<file path="src/rtl/spi_register_bank_if.sv">
// Byte-stream and register-file bus between the SPI peripheral / FPGA fabric and spi_register_bank.
interface spi_register_bank_if #(
   parameter int unsigned ADDR_WIDTH = 4
);
   localparam int unsigned NUM_REGS = 2 ** ADDR_WIDTH;

   logic                      i_rx_dv;
   logic [7:0]                i_rx_byte;
   logic                      i_spi_cs_n;
   logic                      o_tx_dv;
   logic [7:0]                o_tx_byte;
   logic                      o_wr_strobe;
   logic [ADDR_WIDTH-1:0]     o_wr_addr;
   logic [7:0]                o_wr_data;
   logic [NUM_REGS*8-1:0]     o_regs;
   logic                      o_busy;

   modport master (
      output i_rx_dv, i_rx_byte, i_spi_cs_n,
      input  o_tx_dv, o_tx_byte, o_wr_strobe, o_wr_addr, o_wr_data, o_regs, o_busy
   );

   modport slave (
      input  i_rx_dv, i_rx_byte, i_spi_cs_n,
      output o_tx_dv, o_tx_byte, o_wr_strobe, o_wr_addr, o_wr_data, o_regs, o_busy
   );
endinterface

</file>
<file path="src/rtl/spi_register_bank.sv">
// SPI command decoder and register file: read/write bursts framed by a synchronised chip select.
// Optional macro SPI_REGS_WRITE_ECHO_EN echoes each written byte back on the next tx load.
module spi_register_bank #(
   parameter int unsigned ADDR_WIDTH  = 4,
   parameter logic [7:0]  STATUS_BYTE = 8'hA5,
   parameter logic [7:0]  RESET_VALUE = 8'h00
) (
   input logic               i_clk,
   input logic               i_reset,
   spi_register_bank_if.slave bus
);
   localparam int unsigned NUM_REGS = 2 ** ADDR_WIDTH;

   typedef enum logic [1:0] {StIdle, StCmd, StRead, StWrite} state_e;

   state_e                state_q, state_d;
   logic                  cs_meta_q, cs_s_q, cs_s_dly_q;
   logic                  cs_fall, cs_rise;
   logic [ADDR_WIDTH-1:0] addr_q, addr_d, cmd_addr;
   logic [7:0]            regs_q [NUM_REGS];
   logic                  wr_en;
   logic                  tx_dv_q, tx_dv_d;
   logic [7:0]            tx_byte_q, tx_byte_d;
   logic                  wr_strobe_q;
   logic [ADDR_WIDTH-1:0] wr_addr_q;
   logic [7:0]            wr_data_q;
   logic                  busy_q;

   // Synchroniser idles high so reset never looks like a chip-select edge.
   always_ff @(posedge i_clk or posedge i_reset) begin
      if (i_reset) begin
         cs_meta_q  <= 1'b1;
         cs_s_q     <= 1'b1;
         cs_s_dly_q <= 1'b1;
      end else begin
         cs_meta_q  <= bus.i_spi_cs_n;
         cs_s_q     <= cs_meta_q;
         cs_s_dly_q <= cs_s_q;
      end
   end

   assign cs_fall  = cs_s_dly_q & ~cs_s_q;
   assign cs_rise  = ~cs_s_dly_q & cs_s_q;
   assign cmd_addr = bus.i_rx_byte[ADDR_WIDTH-1:0];

   always_ff @(posedge i_clk or posedge i_reset) begin
      if (i_reset) state_q <= StIdle;
      else         state_q <= state_d;
   end

   always_comb begin
      state_d = state_q;
      unique case (state_q)
         StIdle:  if (cs_fall) state_d = StCmd;
         StCmd:   if (bus.i_rx_dv) state_d = bus.i_rx_byte[7] ? StRead : StWrite;
         StRead,
         StWrite: state_d = state_q;
         default: state_d = StIdle;
      endcase
      if (cs_rise) state_d = StIdle;
   end

   always_comb begin
      addr_d    = addr_q;
      tx_dv_d   = 1'b0;
      tx_byte_d = tx_byte_q;
      wr_en     = 1'b0;
      unique case (state_q)
         StIdle: begin
            if (cs_fall) begin
               tx_dv_d   = 1'b1;
               tx_byte_d = STATUS_BYTE;
            end
         end
         StCmd: begin
            if (bus.i_rx_dv) begin
               tx_dv_d = 1'b1;
               if (bus.i_rx_byte[7]) begin
                  tx_byte_d = regs_q[cmd_addr];
                  addr_d    = cmd_addr + ADDR_WIDTH'(1);
               end else begin
                  tx_byte_d = 8'h00;
                  addr_d    = cmd_addr;
               end
            end
         end
         StRead: begin
            if (bus.i_rx_dv) begin
               tx_dv_d   = 1'b1;
               tx_byte_d = regs_q[addr_q];
               addr_d    = addr_q + ADDR_WIDTH'(1);
            end
         end
         StWrite: begin
            if (bus.i_rx_dv) begin
               wr_en     = 1'b1;
               tx_dv_d   = 1'b1;
`ifdef SPI_REGS_WRITE_ECHO_EN
               tx_byte_d = bus.i_rx_byte;
`else
               tx_byte_d = 8'h00;
`endif
               addr_d    = addr_q + ADDR_WIDTH'(1);
            end
         end
         default: addr_d = '0;
      endcase
      // A byte landing with the CS rise is still served above; only the address is dropped.
      if (cs_rise) addr_d = '0;
   end

   always_ff @(posedge i_clk or posedge i_reset) begin
      if (i_reset) begin
         addr_q      <= '0;
         tx_dv_q     <= 1'b0;
         tx_byte_q   <= 8'h00;
         wr_strobe_q <= 1'b0;
         wr_addr_q   <= '0;
         wr_data_q   <= 8'h00;
         busy_q      <= 1'b0;
         for (int i = 0; i < NUM_REGS; i++) regs_q[i] <= RESET_VALUE;
      end else begin
         addr_q      <= addr_d;
         tx_dv_q     <= tx_dv_d;
         tx_byte_q   <= tx_byte_d;
         wr_strobe_q <= wr_en;
         busy_q      <= (state_d != StIdle);
         if (wr_en) begin
            regs_q[addr_q] <= bus.i_rx_byte;
            wr_addr_q      <= addr_q;
            wr_data_q      <= bus.i_rx_byte;
         end
      end
   end

   always_comb begin
      bus.o_regs = '0;
      for (int i = 0; i < NUM_REGS; i++) bus.o_regs[8*i +: 8] = regs_q[i];
   end

   assign bus.o_tx_dv     = tx_dv_q;
   assign bus.o_tx_byte   = tx_byte_q;
   assign bus.o_wr_strobe = wr_strobe_q;
   assign bus.o_wr_addr   = wr_addr_q;
   assign bus.o_wr_data   = wr_data_q;
   assign bus.o_busy      = busy_q;
endmodule

</file>
<file path="src/flat_wrapper.sv">
// flat-port wrapper written by rule: the top's interface ports become plain ports
module spi_register_bank_flat 
#(
   parameter int unsigned ADDR_WIDTH  = 4,
   parameter logic [7:0]  STATUS_BYTE = 8'hA5,
   parameter logic [7:0]  RESET_VALUE = 8'h00
)
  (i_clk, i_reset, bus_i_rx_dv, bus_i_rx_byte, bus_i_spi_cs_n, bus_o_tx_dv, bus_o_tx_byte, bus_o_wr_strobe, bus_o_wr_addr, bus_o_wr_data, bus_o_regs, bus_o_busy);
  spi_register_bank_if #(.ADDR_WIDTH(ADDR_WIDTH)) bus_i ();
  input logic i_clk;
  input logic i_reset;
  input wire logic [$bits(bus_i.i_rx_dv)-1:0] bus_i_rx_dv;
  input wire logic [$bits(bus_i.i_rx_byte)-1:0] bus_i_rx_byte;
  input wire logic [$bits(bus_i.i_spi_cs_n)-1:0] bus_i_spi_cs_n;
  output wire logic [$bits(bus_i.o_tx_dv)-1:0] bus_o_tx_dv;
  output wire logic [$bits(bus_i.o_tx_byte)-1:0] bus_o_tx_byte;
  output wire logic [$bits(bus_i.o_wr_strobe)-1:0] bus_o_wr_strobe;
  output wire logic [$bits(bus_i.o_wr_addr)-1:0] bus_o_wr_addr;
  output wire logic [$bits(bus_i.o_wr_data)-1:0] bus_o_wr_data;
  output wire logic [$bits(bus_i.o_regs)-1:0] bus_o_regs;
  output wire logic [$bits(bus_i.o_busy)-1:0] bus_o_busy;
  assign bus_i.i_rx_dv = bus_i_rx_dv;
  assign bus_i.i_rx_byte = bus_i_rx_byte;
  assign bus_i.i_spi_cs_n = bus_i_spi_cs_n;
  assign bus_o_tx_dv = bus_i.o_tx_dv;
  assign bus_o_tx_byte = bus_i.o_tx_byte;
  assign bus_o_wr_strobe = bus_i.o_wr_strobe;
  assign bus_o_wr_addr = bus_i.o_wr_addr;
  assign bus_o_wr_data = bus_i.o_wr_data;
  assign bus_o_regs = bus_i.o_regs;
  assign bus_o_busy = bus_i.o_busy;
  spi_register_bank #(.ADDR_WIDTH(ADDR_WIDTH), .STATUS_BYTE(STATUS_BYTE), .RESET_VALUE(RESET_VALUE)) u_core (.i_clk(i_clk), .i_reset(i_reset), .bus(bus_i));
endmodule
</file>
<file path="config.mk">
export PLATFORM = sky130hd
export DESIGN_NAME = spi_register_bank_flat
export DESIGN_NICKNAME = d
export VERILOG_FILES = /design/src/rtl/spi_register_bank_if.sv /design/src/rtl/spi_register_bank.sv /design/src/flat_wrapper.sv
export SDC_FILE = /design/constraint.sdc
export NUM_CORES = 1
export LEC_CHECK = 0
export CAP_MARGIN = 20
export CORE_MARGIN = 5
export CORE_UTILIZATION = 41
export DETAILED_ROUTE_END_ITERATION = 16
export HOLD_SLACK_MARGIN = 0.08
export PLACE_DENSITY_LB_ADDON = 0.2
export SYNTH_ARGS = -nofsm -noshare
export SYNTH_HDL_FRONTEND = slang
export SYNTH_SLANG_ARGS = --single-unit
</file>
<file path="constraint.sdc">
create_clock -name i_clk -period 7.7 [get_ports i_clk]
set_input_delay 2.31 -clock i_clk [delete_from_list [all_inputs] [get_ports i_clk]]
set_output_delay 2.31 -clock i_clk [all_outputs]
set_load 0.01 [all_outputs]
</file>
### Yosys cells after proc, flatten, opt, wreduce, memory -nomap -nowiden

Index checks and enable logic that the tools add are counted.

| word-level totals | value |
|---|---|
| output and inout bits | 151 |
| logic and storage cells | 84 |
| bits of input ports | 12 |
| flip-flop bits (word level) | 160 |

| cells by class | value |
|---|---|
| bitwise operators | 6 |
| reductions and logical operators | 8 |
| add/subtract/negate cells | 2 |
| muxes and demuxes | 29 |
| magnitude comparators | 3 |
| equal/unequal tests | 9 |

Operator list:

| kind | number |
|---|---|
| bitwise mux 128 bit | 1 |
| 2-to-1 mux 8 bit | 10 |
| binary-select mux 8 bit (select 4 bit) | 2 |
| demux 8 bit (select 4 bit) | 1 |
| one-hot mux 8 bit (4 select lines) | 1 |
| 2-to-1 mux 4 bit | 4 |
| >= comparator 5 bit, second input constant | 2 |
| inverter 4 -> 5 bit | 2 |
| adder 4 x 1 -> 4 bit, second input constant | 2 |
| one-hot mux 4 bit (2 select lines) | 1 |
| 2-to-1 mux 2 bit | 3 |
| != test 2 bit, second input constant | 3 |
| one-hot mux 2 bit (3 select lines) | 1 |
| < comparator 5 x 1 -> 1 bit, second input constant | 1 |
| == test 2 bit, second input constant | 2 |
| 2-to-1 mux 1 bit | 4 |
| AND reduction 4 bit | 1 |
| != test 3 x 1 -> 1 bit, second input constant | 1 |
| != test 3 x 2 -> 1 bit, second input constant | 1 |
| AND reduction 3 bit | 1 |
| nonzero test 3 bit | 1 |
| OR reduction 3 bit | 1 |
| bitwise AND 1 bit | 2 |
| == test 2 x 1 -> 1 bit, second input constant | 1 |
| 7 further kinds | 8 |

### Depth between registers and ports, before layout

| logic depth | value |
|---|---|
| word-level depth | 7 |
| mapped depth | 8 |
| mapped depth without buffers | 6 |

### Worst setup path before layout

No wires, ideal clock.

| timing | value |
|---|---|
| path kind | input -> register |
| start point | in bus_i_rx_byte[2] |
| end point | reg u_core.tx_byte_q[1] (netlist: u_core.bus.o_tx_byte[1]) |
| setup time | 126 ps |
| data arrival time | 3924 ps |
| buffers on the path | 2 |
| data required time | 7574 ps |
| setup slack | 3650 ps |
| stages on the path | 5 |
| path through | clkbuf_1 -> clkbuf_1 -> mux4_2 -> mux4_2 -> a221o_1 |

| between the ends | value |
|---|---|
| word-level cells in the longest chain between the ends | 7 |

Ends and longest elaborated chain:

| item | RTL line | source |
|---|---|---|
| start, declared | flat_wrapper.sv:13 | `input wire logic [$bits(bus_i.i_rx_byte)-1:0] bus_i_rx_byte;` |
| inverter 4 -> 5 bit (not written as such) | spi_register_bank.sv:79 | `tx_byte_d = regs_q[cmd_addr];` |
| binary-select mux 8 bit (select 4 bit) | spi_register_bank.sv:79 |  |
| 2-to-1 mux 8 bit (not written as such) (2 in a row) | spi_register_bank.sv:79 |  |
| 2-to-1 mux 8 bit | spi_register_bank.sv:78 | `if (bus.i_rx_byte[7]) begin` |
| 2-to-1 mux 8 bit | spi_register_bank.sv:76 | `if (bus.i_rx_dv) begin` |
| one-hot mux 8 bit (4 select lines) | spi_register_bank.sv:68 | `unique case (state_q)` |
| end signal, assigned | spi_register_bank.sv:125 | `tx_byte_q <= tx_byte_d;` |
| end, declared | spi_register_bank.sv:23 | `logic [7:0] tx_byte_q, tx_byte_d;` |

No other way between the ends. The select of a mux whose other input is x is not followed.
A chain may end at the register's enable or synchronous reset.

### Final worst setup path

| timing | value |
|---|---|
| start point | in bus_i_rx_dv |
| end point | reg u_core.regs_q (netlist bit u_core.bus.o_regs[90]) |

| between the ends | value |
|---|---|
| word-level cells in the longest chain between the ends | 2 |

Ends and longest elaborated chain:

| item | RTL line | source |
|---|---|---|
| start, declared | flat_wrapper.sv:12 | `input wire logic [$bits(bus_i.i_rx_dv)-1:0] bus_i_rx_dv;` |
| 2-to-1 mux 1 bit | spi_register_bank.sv:95 | `if (bus.i_rx_dv) begin` |
| 2-to-1 mux 1 bit | spi_register_bank.sv:68 |  |
| end signal, assigned by index | spi_register_bank.sv:129 | `regs_q[addr_q] <= bus.i_rx_byte;` |
| end, declared | spi_register_bank.sv:20 | `logic [7:0] regs_q [NUM_REGS];` |

No other way between the ends.

==> metrics.csv <==
metric,value,unit
element type at the critical path start,input pin,
largest net degree at the start of global routing,122,
total track usage,23.3,%
number of buffers created by CTS,17,
area of the multi-input gates,0.00405,mm^2
Inserted Diodes,0,
half-perimeter wire length of the detailed placement result,18300,um
met2 wire length,13200,um
Setup-failing EPs final,0,
setup slack of the worst register-to-register path,4.45,ns
Fin Clk Skew,0.00696,ns
total standard cell area after synthesis,0.00829,mm^2
Die ar.,0.0232,mm^2
sum of negative setup slack,0,ns
count of routing violations after the opening detailed-route iteration,594,
fraction of layout instances using a drive strength above 1,31.1,%
fin nets,765,
last element of the critical path,u_core.bus.o_regs[90],
post-synthesis register bit count,160,
endpoint of the lowest-slack register-to-register path,u_core.bus.o_regs[90],
Max IR drop VDD,0.167,mV
final count of hold timing violations,0,
Unique masters post-synth,40,
synthesized netlist net count,619,
largest delay contributor family on the critical path,simple AND/OR/NAND/NOR gates,
Initial Util,41.2,%
required time of the critical path,8.01,ns
width of the die,152,um
number of cell instances on the worst register-to-register path,5,
"leading cell types in the layout, fill and taps excluded","clkdlybuf4s50_1, dfrtp_1, mux2_2",
Vias,6047,
count of H-tree levels built during CTS,4,
Slew HR,26.4,%
worst path buffer plus inverter count,2,
worst path cell trace,clkdlybuf4s50_1 -> nand3_1 -> inv_2 -> nand2_1 -> nor2_2 -> mux2_2,
Initial DRT Pass Iterations,5,
cells resized by post-CTS repair,0,
num rows,52,
highest metal layer with signal wires,met4,
share of the yosys chip area belonging to registers,48.3,%
number of antenna violations at the first check in global routing,0,
drt total wl,26900,um
Highest Clock Rate,206,MHz
CTS tree,done,
Crit Path Category,in2reg,
number of enable-type register cells in the synthesized netlist,0,
library cell with the largest summed area after synthesis,dfrtp_1,
wire length of the first global-routing pass,41500,um
global placer's final weighted congestion,0.905,
post-route ant nets,0,
clock latency reported for the late side of the worst-skew pair,0.43,ns
worst min path class,reg2reg,
run status,"finished, final reports clean",
Max Fanout on Critical Path,17,
number of pins exceeding their max-slew limit in the final report,0,
final clock period utilization by the worst path,63.0,%
root buffer cell,clkbuf_16,
global-route congestion overflow total,0,
transition at the pin with the smallest max-transition slack,1.10,ns
unrepaired setup endpoints after global routing,false,
hold buffer count at CTS,0,
leakage power of the design,4.59,nW
Port Buffers,162,
post-CTS clock slew at the launch and capture registers of the worst setup and hold paths,0.06,ns
Filler Cells Inserted,1657,
top cells by area in the synthesized netlist,"dfrtp_1, mux2_2, mux4_2",
most used flip-flop cell after synthesis,dfrtp_1,
"most common cell after layout, fill and taps aside",clkdlybuf4s50_1,
cell with the biggest individual delay on the critical path,clkdlybuf4s50_1,
beginning of the worst register-to-register path,u_core.state_q[1],
number of standard cells after synthesis,602,
maximum buffer depth of the clock tree,2,
cell count along the critical path,6,
share of synthesized flip-flops with an asynchronous set or reset,100,%
residual DRC count,0,
vias in the first global route,6440,
average wire per cell in the routed design,26.1,um
Critical Path AT,5.17,ns
CP Launch Point,bus_i_rx_dv,
average via count per standard cell,5.88,
# Post-CTS Setup Buffers,0,
placeable core area,0.0201,mm^2
area delta synth->final,29.5,%
post-synth top area share,47.4,%
YS warnings,0,
Place WS,2.43,ns
Avg Synthesized Cell Area,13.8,um^2
clock sink count,160,
clock period minus final worst setup slack,4.85,ns
routed metal-1 wire length,11500,um
area of all sequential standard cells,0.00401,mm^2
top-level I/O count,163,
Power per Cell Area,289,mW/mm^2
Critical Path Max Stage Delay,0.66,ns
worst-case setup margin in the final layout,2.85,ns
count of max-cap constraint violations,0,
kind of end point of the critical path,register,
Die H,152,um
sum of met3 wire segment lengths after detailed routing,1630,um
==> layer usage <==
| layer | track usage [%] | vias to the layer above |
|---|---|---|
| met5 | 0 | - |
| met4 | 5.99 | 0 |
| met3 | 4.60 | 34 |
| met2 | 37.5 | 278 |
| met1 | 32.9 | 3178 |
| li1 | - | 2557 |
==> registers in the layout, summed over array words and instances (netlist names) <==
signal,count
u_core.cs_meta_q,1
u_core.bus.o_tx_dv,1
u_core.bus.o_tx_byte,8
u_core.addr_q,4
u_core.bus.o_busy,1
u_core.bus.o_regs,128
u_core.bus.o_wr_addr,4
u_core.bus.o_wr_data,8
u_core.state_q,2
u_core.cs_s_dly_q,1
u_core.bus.o_wr_strobe,1
u_core.cs_s_q,1
==> area by class of cell <==
cell class / instances / area share [%]
Clock buffer: 20 / 4.25
Multi-Input combinational cell: 391 / 37.7
Timing Repair Buffer: 172 / 16.0
Inverter: 6 / 0.256
Tap cell: 270 / 3.15
Sequential cell: 160 / 37.3
Clock inverter: 10 / 1.27
==> cell families (layout without fill, tap and decap cells) <==
kind of cell | Yosys count | after routing | synth area share [%]
adder cells (fa/ha/maj) | 5 | 5 | 0.754
AO/OA/AOI/OAI | 53 | 53 | 4.56
AND/OR/NAND/NOR | 113 | 113 | 6.19
flip-flops | 160 | 160 | 48.3
XOR/XNOR | 3 | 3 | 0.317
buffers and inverters | 51 | 208 | 2.85
multiplexers | 217 | 217 | 37.0
==> metrics by stage <==
| step | cells | power [mW] | util, % | area [um^2] | hold WS [ns] |
|---|---|---|---|---|---|
| 3_3_place_gp | 996 | 2.23 | 50.2 | 10100 | 0.353 |
| 3_5_place_dp | 996 | 2.24 | 50.2 | 10100 | 0.356 |
| 5_1_grt | 1029 | 3.24 | 53.4 | 10700 | 0.370 |
| 4_1_cts | 1026 | 3.12 | 53.1 | 10700 | 0.366 |
| 6_report | 1029 | 3.10 | 53.4 | 10700 | 0.361 |
| 2_1_floorplan | 602 | 1.71 | - | 8290 | 0.345 |
==> worst min path at each step <==
stage                          to  cells after the start  slack [ns]             start
global route        u_core.cs_s_q                      0        0.37  u_core.cs_meta_q
global placement    u_core.cs_s_q                      0        0.35  u_core.cs_meta_q
CTS                 u_core.cs_s_q                      0        0.37  u_core.cs_meta_q
floorplan           u_core.cs_s_q                      0        0.35  u_core.cs_meta_q
detailed placement  u_core.cs_s_q                      0        0.36  u_core.cs_meta_q
finish              u_core.cs_s_q                      0        0.36  u_core.cs_meta_q
==> cells in the mapped netlist (all sizes together), types with 8 or more instances <==
master / number
buf: 12
mux2: 132
a22oi: 9
clkbuf: 33
mux2i: 29
a21oi: 8
a31oi: 9
nor2: 24
nand3: 14
dfrtp: 157
mux4: 56
nand2: 54
==> power breakdown <==
group / total, mW / internal (mW) / leakage, nW / switching, mW
Sequential: 1.21 / 1.01 / 2.15 / 0.198
Combinational: 1.02 / 0.576 / 2.15 / 0.448
Clock: 0.869 / 0.523 / 0.284 / 0.346
Total: 3.10 / 2.11 / 4.59 / 0.992
==> worst reg2reg max path, delay by kind of cell, from the launching register on <==
kind,cells,cell delay [ns]
AND/OR/NAND/NOR,3,1.44
flip-flops,1,0.81
multiplexers,1,0.42
buffers and inverters,1,0.46
Power figures use the tool's default switching activity.
